$ cat config.mk
export PLATFORM = sky130hd
export DESIGN_NAME = dmem_arbiter_flat
export DESIGN_NICKNAME = d
export VERILOG_FILES = /design/src/rtl/dmem_arb_pkg.sv /design/src/rtl/dmem_arbiter_if.sv /design/src/rtl/dmem_arbiter_rr_arb2.sv /design/src/rtl/dmem_arbiter.sv /design/src/flat_wrapper.sv
export SDC_FILE = /design/constraint.sdc
export NUM_CORES = 1
export LEC_CHECK = 0
export ABC_AREA = 1
export BUFFER_PORTS_ARGS = -buffer_cell sky130_fd_sc_hd__buf_2
export CAP_MARGIN = 20
export CORE_ASPECT_RATIO = 1.75
export CORE_MARGIN = 4
export CORE_UTILIZATION = 31
export CTS_BUF_LIST = sky130_fd_sc_hd__clkbuf_8
export DETAILED_ROUTE_END_ITERATION = 10
export GPL_TIMING_DRIVEN = 0
export SLEW_MARGIN = 20
export SYNTH_ARGS = -nofsm -noshare
export SYNTH_HDL_FRONTEND = slang
export SYNTH_SLANG_ARGS = --single-unit
$ cat constraint.sdc
create_clock -name clk -period 5.8 [get_ports clk]
set_input_delay 1.16 -clock clk [delete_from_list [all_inputs] [get_ports clk]]
set_output_delay 1.16 -clock clk [all_outputs]
set_load 0.05 [all_outputs]
$ cat src/rtl/dmem_arb_pkg.sv
// Shared types and constants for the data-memory arbiter.
// Pure declarations; no logic, no latency.
package dmem_arb_pkg;

    typedef enum logic {
        IDLE = 1'b0,
        BUSY = 1'b1
    } state_e;

    localparam logic ARB_FIXED = 1'b0;
    localparam logic ARB_RR    = 1'b1;

    localparam int WAIT_W = 4;

endpackage

$ cat src/rtl/dmem_arbiter_if.sv
// Requester ports, memory pins and busy flag of the data-memory arbiter.
// The slave modport is the arbiter side; master is the requesters plus memory.
interface dmem_arbiter_if;

    logic        p0_req;
    logic        p0_we;
    logic [31:0] p0_addr;
    logic [31:0] p0_wdata;
    logic        p0_done;
    logic [31:0] p0_rdata;
    logic        p0_err;

    logic        p1_req;
    logic        p1_we;
    logic [31:0] p1_addr;
    logic [31:0] p1_wdata;
    logic        p1_done;
    logic [31:0] p1_rdata;
    logic        p1_err;

    logic [31:0] mem_addr;
    logic [31:0] mem_wdata;
    logic        mem_read;
    logic        mem_write;
    logic [31:0] mem_rdata;
    logic        busy;

    modport slave (
        input  p0_req, p0_we, p0_addr, p0_wdata,
        output p0_done, p0_rdata, p0_err,
        input  p1_req, p1_we, p1_addr, p1_wdata,
        output p1_done, p1_rdata, p1_err,
        output mem_addr, mem_wdata, mem_read, mem_write,
        input  mem_rdata,
        output busy
    );

    modport master (
        output p0_req, p0_we, p0_addr, p0_wdata,
        input  p0_done, p0_rdata, p0_err,
        output p1_req, p1_we, p1_addr, p1_wdata,
        input  p1_done, p1_rdata, p1_err,
        input  mem_addr, mem_wdata, mem_read, mem_write,
        output mem_rdata,
        input  busy
    );

endinterface

$ cat src/rtl/dmem_arbiter_rr_arb2.sv
// Two-way combinational picker: fixed priority to port 0, or round-robin on ties.
// Zero latency; no backpressure of its own.
module rr_arb2
    import dmem_arb_pkg::*;
(
    input  logic [1:0] req,
    input  logic       last_grant,
    input  logic       mode,
    output logic       gnt_valid,
    output logic       gnt_id
);

    always_comb begin
        gnt_valid = |req;
        gnt_id    = 1'b0;
        if (req == 2'b10) begin
            gnt_id = 1'b1;
        end else if (req == 2'b11 && mode == ARB_RR) begin
            gnt_id = ~last_grant;
        end
    end

endmodule

$ cat src/rtl/dmem_arbiter.sv
// Shares one single-ported data memory between two requesters, with wait states and range check.
// Accepted request completes WAIT_CYCLES+2 cycles later; a non-owner request waits pending.
module dmem_arbiter
    import dmem_arb_pkg::*;
#(
    parameter int WAIT_CYCLES = 1,
    parameter int MEM_WORDS   = 64,
    parameter int ARB_MODE    = 1
) (
    input  logic           clk,
    input  logic           reset,
    dmem_arbiter_if.slave  bus
);

    localparam logic [31:0]       ADDR_LIMIT = 32'(4 * MEM_WORDS);
    localparam logic [WAIT_W-1:0] WAIT_INIT  = WAIT_W'(WAIT_CYCLES);
    localparam logic              MODE       = 1'(ARB_MODE);

    state_e            state_q, state_d;
    logic              last_grant_q, last_grant_d;
    logic              owner_q, owner_d;
    logic              we_q, we_d;
    logic [31:0]       addr_q, addr_d;
    logic [31:0]       wdata_q, wdata_d;
    logic [WAIT_W-1:0] cnt_q, cnt_d;
    logic [1:0]        done_q, done_d;
    logic [1:0]        err_q, err_d;
    logic [1:0][31:0]  rdata_q, rdata_d;

    logic [1:0]  elig;
    logic        gnt_valid;
    logic        gnt_id;
    logic        sel_we;
    logic [31:0] sel_addr;
    logic [31:0] sel_wdata;

    // A port in its done cycle must not be re-accepted; its req still reflects the finished access.
    assign elig = {bus.p1_req, bus.p0_req} & ~done_q;

    rr_arb2 u_pick (
        .req        (elig),
        .last_grant (last_grant_q),
        .mode       (MODE),
        .gnt_valid  (gnt_valid),
        .gnt_id     (gnt_id)
    );

    assign sel_we    = gnt_id ? bus.p1_we    : bus.p0_we;
    assign sel_addr  = gnt_id ? bus.p1_addr  : bus.p0_addr;
    assign sel_wdata = gnt_id ? bus.p1_wdata : bus.p0_wdata;

    always_comb begin
        state_d      = state_q;
        last_grant_d = last_grant_q;
        owner_d      = owner_q;
        we_d         = we_q;
        addr_d       = addr_q;
        wdata_d      = wdata_q;
        cnt_d        = cnt_q;
        done_d       = '0;
        err_d        = err_q;
        rdata_d      = rdata_q;

        case (state_q)
            IDLE: begin
                if (gnt_valid) begin
                    last_grant_d = gnt_id;
                    if (sel_addr >= ADDR_LIMIT) begin
                        done_d[gnt_id]  = 1'b1;
                        err_d[gnt_id]   = 1'b1;
                        rdata_d[gnt_id] = '0;
                    end else begin
                        state_d = BUSY;
                        owner_d = gnt_id;
                        we_d    = sel_we;
                        addr_d  = sel_addr;
                        wdata_d = sel_wdata;
                        cnt_d   = WAIT_INIT;
                    end
                end
            end
            BUSY: begin
                if (cnt_q == '0) begin
                    state_d          = IDLE;
                    done_d[owner_q]  = 1'b1;
                    err_d[owner_q]   = 1'b0;
                    rdata_d[owner_q] = we_q ? 32'h0 : bus.mem_rdata;
                end else begin
                    cnt_d = cnt_q - WAIT_W'(1);
                end
            end
            default: state_d = IDLE;
        endcase
    end

    always_ff @(posedge clk or posedge reset) begin
        if (reset) begin
            state_q      <= IDLE;
            last_grant_q <= 1'b1;
            owner_q      <= 1'b0;
            we_q         <= 1'b0;
            addr_q       <= '0;
            wdata_q      <= '0;
            cnt_q        <= '0;
            done_q       <= '0;
            err_q        <= '0;
            rdata_q      <= '0;
        end else begin
            state_q      <= state_d;
            last_grant_q <= last_grant_d;
            owner_q      <= owner_d;
            we_q         <= we_d;
            addr_q       <= addr_d;
            wdata_q      <= wdata_d;
            cnt_q        <= cnt_d;
            done_q       <= done_d;
            err_q        <= err_d;
            rdata_q      <= rdata_d;
        end
    end

    // Memory strobes come straight from state so reset kills a pending write immediately.
    assign bus.busy      = (state_q == BUSY);
    assign bus.mem_addr  = bus.busy ? addr_q  : 32'h0;
    assign bus.mem_wdata = bus.busy ? wdata_q : 32'h0;
    assign bus.mem_read  = bus.busy && !we_q;
    assign bus.mem_write = bus.busy && we_q && (cnt_q == '0);

    assign bus.p0_done  = done_q[0];
    assign bus.p0_err   = err_q[0];
    assign bus.p0_rdata = rdata_q[0];
    assign bus.p1_done  = done_q[1];
    assign bus.p1_err   = err_q[1];
    assign bus.p1_rdata = rdata_q[1];

endmodule

$ cat src/flat_wrapper.sv
// flat-port wrapper written by rule: the top's interface ports become plain ports
module dmem_arbiter_flat import dmem_arb_pkg::*;
#(
    parameter int WAIT_CYCLES = 1,
    parameter int MEM_WORDS   = 64,
    parameter int ARB_MODE    = 1
)
  (clk, reset, bus_p0_req, bus_p0_we, bus_p0_addr, bus_p0_wdata, bus_p0_done, bus_p0_rdata, bus_p0_err, bus_p1_req, bus_p1_we, bus_p1_addr, bus_p1_wdata, bus_p1_done, bus_p1_rdata, bus_p1_err, bus_mem_addr, bus_mem_wdata, bus_mem_read, bus_mem_write, bus_mem_rdata, bus_busy);
  dmem_arbiter_if bus_i ();
  input  logic clk;
  input  logic reset;
  input wire logic [$bits(bus_i.p0_req)-1:0] bus_p0_req;
  input wire logic [$bits(bus_i.p0_we)-1:0] bus_p0_we;
  input wire logic [$bits(bus_i.p0_addr)-1:0] bus_p0_addr;
  input wire logic [$bits(bus_i.p0_wdata)-1:0] bus_p0_wdata;
  output wire logic [$bits(bus_i.p0_done)-1:0] bus_p0_done;
  output wire logic [$bits(bus_i.p0_rdata)-1:0] bus_p0_rdata;
  output wire logic [$bits(bus_i.p0_err)-1:0] bus_p0_err;
  input wire logic [$bits(bus_i.p1_req)-1:0] bus_p1_req;
  input wire logic [$bits(bus_i.p1_we)-1:0] bus_p1_we;
  input wire logic [$bits(bus_i.p1_addr)-1:0] bus_p1_addr;
  input wire logic [$bits(bus_i.p1_wdata)-1:0] bus_p1_wdata;
  output wire logic [$bits(bus_i.p1_done)-1:0] bus_p1_done;
  output wire logic [$bits(bus_i.p1_rdata)-1:0] bus_p1_rdata;
  output wire logic [$bits(bus_i.p1_err)-1:0] bus_p1_err;
  output wire logic [$bits(bus_i.mem_addr)-1:0] bus_mem_addr;
  output wire logic [$bits(bus_i.mem_wdata)-1:0] bus_mem_wdata;
  output wire logic [$bits(bus_i.mem_read)-1:0] bus_mem_read;
  output wire logic [$bits(bus_i.mem_write)-1:0] bus_mem_write;
  input wire logic [$bits(bus_i.mem_rdata)-1:0] bus_mem_rdata;
  output wire logic [$bits(bus_i.busy)-1:0] bus_busy;
  assign bus_i.p0_req = bus_p0_req;
  assign bus_i.p0_we = bus_p0_we;
  assign bus_i.p0_addr = bus_p0_addr;
  assign bus_i.p0_wdata = bus_p0_wdata;
  assign bus_p0_done = bus_i.p0_done;
  assign bus_p0_rdata = bus_i.p0_rdata;
  assign bus_p0_err = bus_i.p0_err;
  assign bus_i.p1_req = bus_p1_req;
  assign bus_i.p1_we = bus_p1_we;
  assign bus_i.p1_addr = bus_p1_addr;
  assign bus_i.p1_wdata = bus_p1_wdata;
  assign bus_p1_done = bus_i.p1_done;
  assign bus_p1_rdata = bus_i.p1_rdata;
  assign bus_p1_err = bus_i.p1_err;
  assign bus_mem_addr = bus_i.mem_addr;
  assign bus_mem_wdata = bus_i.mem_wdata;
  assign bus_mem_read = bus_i.mem_read;
  assign bus_mem_write = bus_i.mem_write;
  assign bus_i.mem_rdata = bus_mem_rdata;
  assign bus_busy = bus_i.busy;
  dmem_arbiter #(.WAIT_CYCLES(WAIT_CYCLES), .MEM_WORDS(MEM_WORDS), .ARB_MODE(ARB_MODE)) u_core (.clk(clk), .reset(reset), .bus(bus_i));
endmodule
==> parameters.txt <==
Parameter                              Value

Setup path
  Crit-path leading delay family ... buffers and inverters
  Sum of buffers and inverters on the critical path ... 5
  Critical path fanouts, max ... 10
  Arrival time worst endpoint ... 2.59 ns
  CP Capture Type ... output port
  Critical Path Start Type ... flop
  Crit path cell chain ... clkbuf_1 > clkbuf_1 > clkbuf_1 > nand2_1 > inv_1 > buf_2
  Critical path start-end classification ... reg2out
  CP max stage cell ... sky130_fd_sc_hd__clkbuf_1
  R2r startpoint ... u_core.bus.busy
  Delay contributed by the slowest stage of the critical path ... 0.54 ns
  Worst Reg2Reg Path Length in Cells ... 9
  R2R Setup Slk ... 3.37 ns
  Most repeated library cell on the critical path ... sky130_fd_sc_hd__clkbuf_1
  Capture instance of the worst register-to-register path ... u_core.bus.p0_rdata[17]
  WP data required ... 4.64 ns

Logic synthesis
  Post-synth cell types ... 28
  Yosys warnings ... 0
  Nets in the synthesized netlist ... 1,113
  Portion of synthesized cell area occupied by the leading cell type ... 49.75%
  Top cell type by total area after synthesis ... sky130_fd_sc_hd__dfrtp_1
  Synth top area cells ... sky130_fd_sc_hd__dfrtp_1 (50%), sky130_fd_sc_hd__nand2_1 (20%), sky130_fd_sc_hd__nand3_1 (11%), sky130_fd_sc_hd__inv_1 (7.4%), sky130_fd_sc_hd__o21ai_1 (2.8%)
  Area of the mapped netlist ... 6992 sq um
  Proportion of synthesized chip area in sequential cells ... 50.13%
  Count of state elements after synthesis ... 140
  Number of instances in the synthesized netlist ... 945
  Average cell area after synthesis ... 7.399 sq um

Timing
  Worst slew pin tran ... 0.6512 ns
  Highest attainable clock frequency ... 266.8 MHz
  Number of failing setup endpoints in the final timing report ... 0
  Setup repair after global routing missed its margin ... false
  Final cycle utilization of the critical path ... 64.63%
  Worst-case headroom to the max-slew limit ... 56.59%
  Minimum period implied by the final worst setup slack ... 3.749 ns
  Max Clock Skew ... 0.01289 ns
  Number of failing hold endpoints at the final stage ... 0
  Max-slew violation total from the final report ... 0

Detailed routing
  Routed wirelength normalized by instance count ... 15.02 microns
  Vias per cell ... 4.435
  Count of vias placed by the detailed router ... 6,976
  Initial detailed-routing violation count ... 399
  Number of iterations in the first detailed-routing pass ... 5
  Number of antenna-violating nets in the routed design ... 0
  Post-route DRC violation count ... 0
  Total length of routed wires ... 23,620 microns

Worst hold path
  Launch instance of the worst min-delay path ... u_core.addr_q[28]
  End point of the worst hold path ... u_core.addr_q[28]
  Class of the worst hold path ... reg2reg
  Instance count along the most critical hold path ... 2

Global route
  Vias in the first global route ... 7,026
  Initial antenna violation count ... 0
  Grt ovf ... 0
  Global-route usage over all layers ... 18.73%
  Largest net degree at the start of global routing ... 78
  Wire length of the first global-routing pass ... 36,540 microns

Final layout
  Final core occ ... 41.94%
  Layout cell share with drive strength beyond 1 ... 28.50%
  Antenna diode instance count ... 0
  Filler cell count in the final layout ... 2,433
  # nets final ... 1,433
  Area grow syn2layout ... 32.95%

Pwr
  Max rail drop VDD ... 0.0001496 V
  Leakage power ... 6.203 nW
  Power density normalized to cell area ... 220.3 nW/um^2
  Post-layout total power ... 2.048 mW

Floorplan
  Row cnt ... 72
  Standard cell core area ... 22,160 sq um
  Die extent in y ... 206.7 microns
  Die ar. ... 25,120 sq um
  Width of the chip ... 121.5 microns
  Number of top-level design ports ... 301
  Initial standard-cell utilization of the core ... 31.55%

Status
  Outcome ... finished clean

Clock network
  Clock-pin slew reported for the worst setup and hold paths after clock tree synthesis ... 0.08 ns
  TritonCTS Sinks ... 140
  Buffer cell driving the clock tree root ... sky130_fd_sc_hd__clkbuf_8
  Clock tree from TritonCTS ... done
  H-tree level count ... 4
  Number of clock buffers inserted by TritonCTS ... 17
  Later-pin clock latency in the skew report ... 0.45 ns
  Number of cells upsized or downsized after cts ... 0
  Maximum number of buffers from clock root to sink ... 2
  Number of buffers added for setup after CTS ... 0
  Count of hold buffers inserted by post-cts repair ... 0

Place
  Routability cong. ... 0.8165
  Count of input and output buffers ... 300
  HPWL reported at the end of detailed placement ... 18,540 microns

Job
  Number of max-cap violations ... 0
worst register-to-register path, stage by stage (launching register included):
cell	delay, ns
sky130_fd_sc_hd__dfrtp_1	0.34
sky130_fd_sc_hd__clkbuf_1	0.32
sky130_fd_sc_hd__inv_1	0.16
sky130_fd_sc_hd__nor2_1	0.11
sky130_fd_sc_hd__inv_1	0.04
sky130_fd_sc_hd__nor2_1	0.39
sky130_fd_sc_hd__clkinv_1	0.40
sky130_fd_sc_hd__clkbuf_1	0.33
sky130_fd_sc_hd__nand3_1	0.16
sky130_fd_sc_hd__nand2_1	0.06
per-layer routing:
layer  GRT usage [%]  up-vias  wire length (microns)
li1                -     3518                      -
met1           20.39     3165                   9122
met2           34.38      245                  12210
met3           4.444       48                   1494
met4           7.933        0                    801
met5               0        -                      0
synth_stat cells (all sizes together):
library cell / number
nor3: 1
a21oi: 1
nand2: 369
mux2i: 8
o21bai: 1
xor2: 1
clkinv: 1
ha: 2
o21ai: 42
dfrtp: 139
or2: 1
buf: 28
inv: 139
nand4: 2
nand3: 156
clkbuf: 31
dfstp: 1
nor2: 22
how the worst max path moves through the flow:
stage / start / slack [ns] / end / depth (start not counted)
2_1_floorplan: reset / 0.89 / u_core.addr_q[0] / 1
6_report: u_core.bus.busy / 2.05 / bus_mem_addr[3] / 6
4_1_cts: u_core.bus.busy / 1.87 / bus_mem_addr[3] / 6
3_3_place_gp: reset / -0.98 / u_core.wdata_q[9] / 2
3_5_place_dp: u_core.bus.busy / 2.41 / bus_mem_addr[3] / 6
5_1_grt: u_core.bus.busy / 1.74 / bus_mem_wdata[13] / 6
per-stage QoR:
| stage | worst slack (ns) | hold WS (ns) | instances | cell area [sq um] | TNS [ns] |
|---|---|---|---|---|---|
| 2_1_floorplan | 0.8888 | 0.4360 | 945 | 6992 | 0 |
| 3_3_place_gp | -0.9802 | 0.4495 | 1541 | 8864 | -134.06 |
| 3_5_place_dp | 2.409 | 0.4518 | 1542 | 8899 | 0 |
| 4_1_cts | 1.869 | 0.4731 | 1573 | 9295 | 0 |
| 5_1_grt | 1.741 | 0.4942 | 1573 | 9295 | 0 |
| 6_report | 2.051 | 0.4690 | 1573 | 9295 | 0 |
flip-flops by register name (all words and copies together) (netlist names):
signal               flops
u_core.addr_q           32
u_core.bus.busy          1
u_core.bus.p0_rdata     32
u_core.bus.p1_rdata     32
u_core.cnt_q             4
u_core.done_q            2
u_core.err_q             2
u_core.last_grant_q      1
u_core.owner_q           1
u_core.wdata_q          32
u_core.we_q              1
power by group:
group          leakage (nW)  switching, mW  total [mW]  internal (mW)
registers              1.94        0.00210       0.982          0.980
logic                  4.07          0.171       0.273          0.102
clock network         0.197          0.387       0.793          0.407
total                  6.20          0.560        2.05           1.49
placed cells by master, fill, tap and decap left out, drive strengths merged:
cell,count
or2,1
o21ai,42
ha,2
xor2,1
buf,329
nand2,369
clkinv,3
clkinvlp,3
o21bai,1
mux2i,8
dfstp,1
nor2,22
nor3,1
dfrtp,139
a21oi,1
nand4,2
bufinv,1
clkbuf,54
inv,141
nand3,156
area by class of cell:
cell class / instances / area (sq um) / area share, %
Timing Repair Buffer: 301 / 1529 / 16.45
Buffer: 59 / 325.3 / 3.500
Inverter: 140 / 533.0 / 5.734
Clock buffer: 23 / 316.6 / 3.406
Clock inverter: 8 / 80.08 / 0.8615
Sequential cell: 140 / 3505 / 37.70
Multi-Input combinational cell: 606 / 2636 / 28.36
Tap cell: 296 / 370.4 / 3.984
logic make-up after synthesis:
family	share of synthesized area [%]
AO/OA/AOI/OAI	3.239
XOR/XNOR	0.1253
adder cells (fa/ha/maj)	0.3579
buffers and inverters	12.17
flip-flops	50.13
multiplexers	1.145
AND/OR/NAND/NOR	32.84
Power figures use the tool's default switching activity.
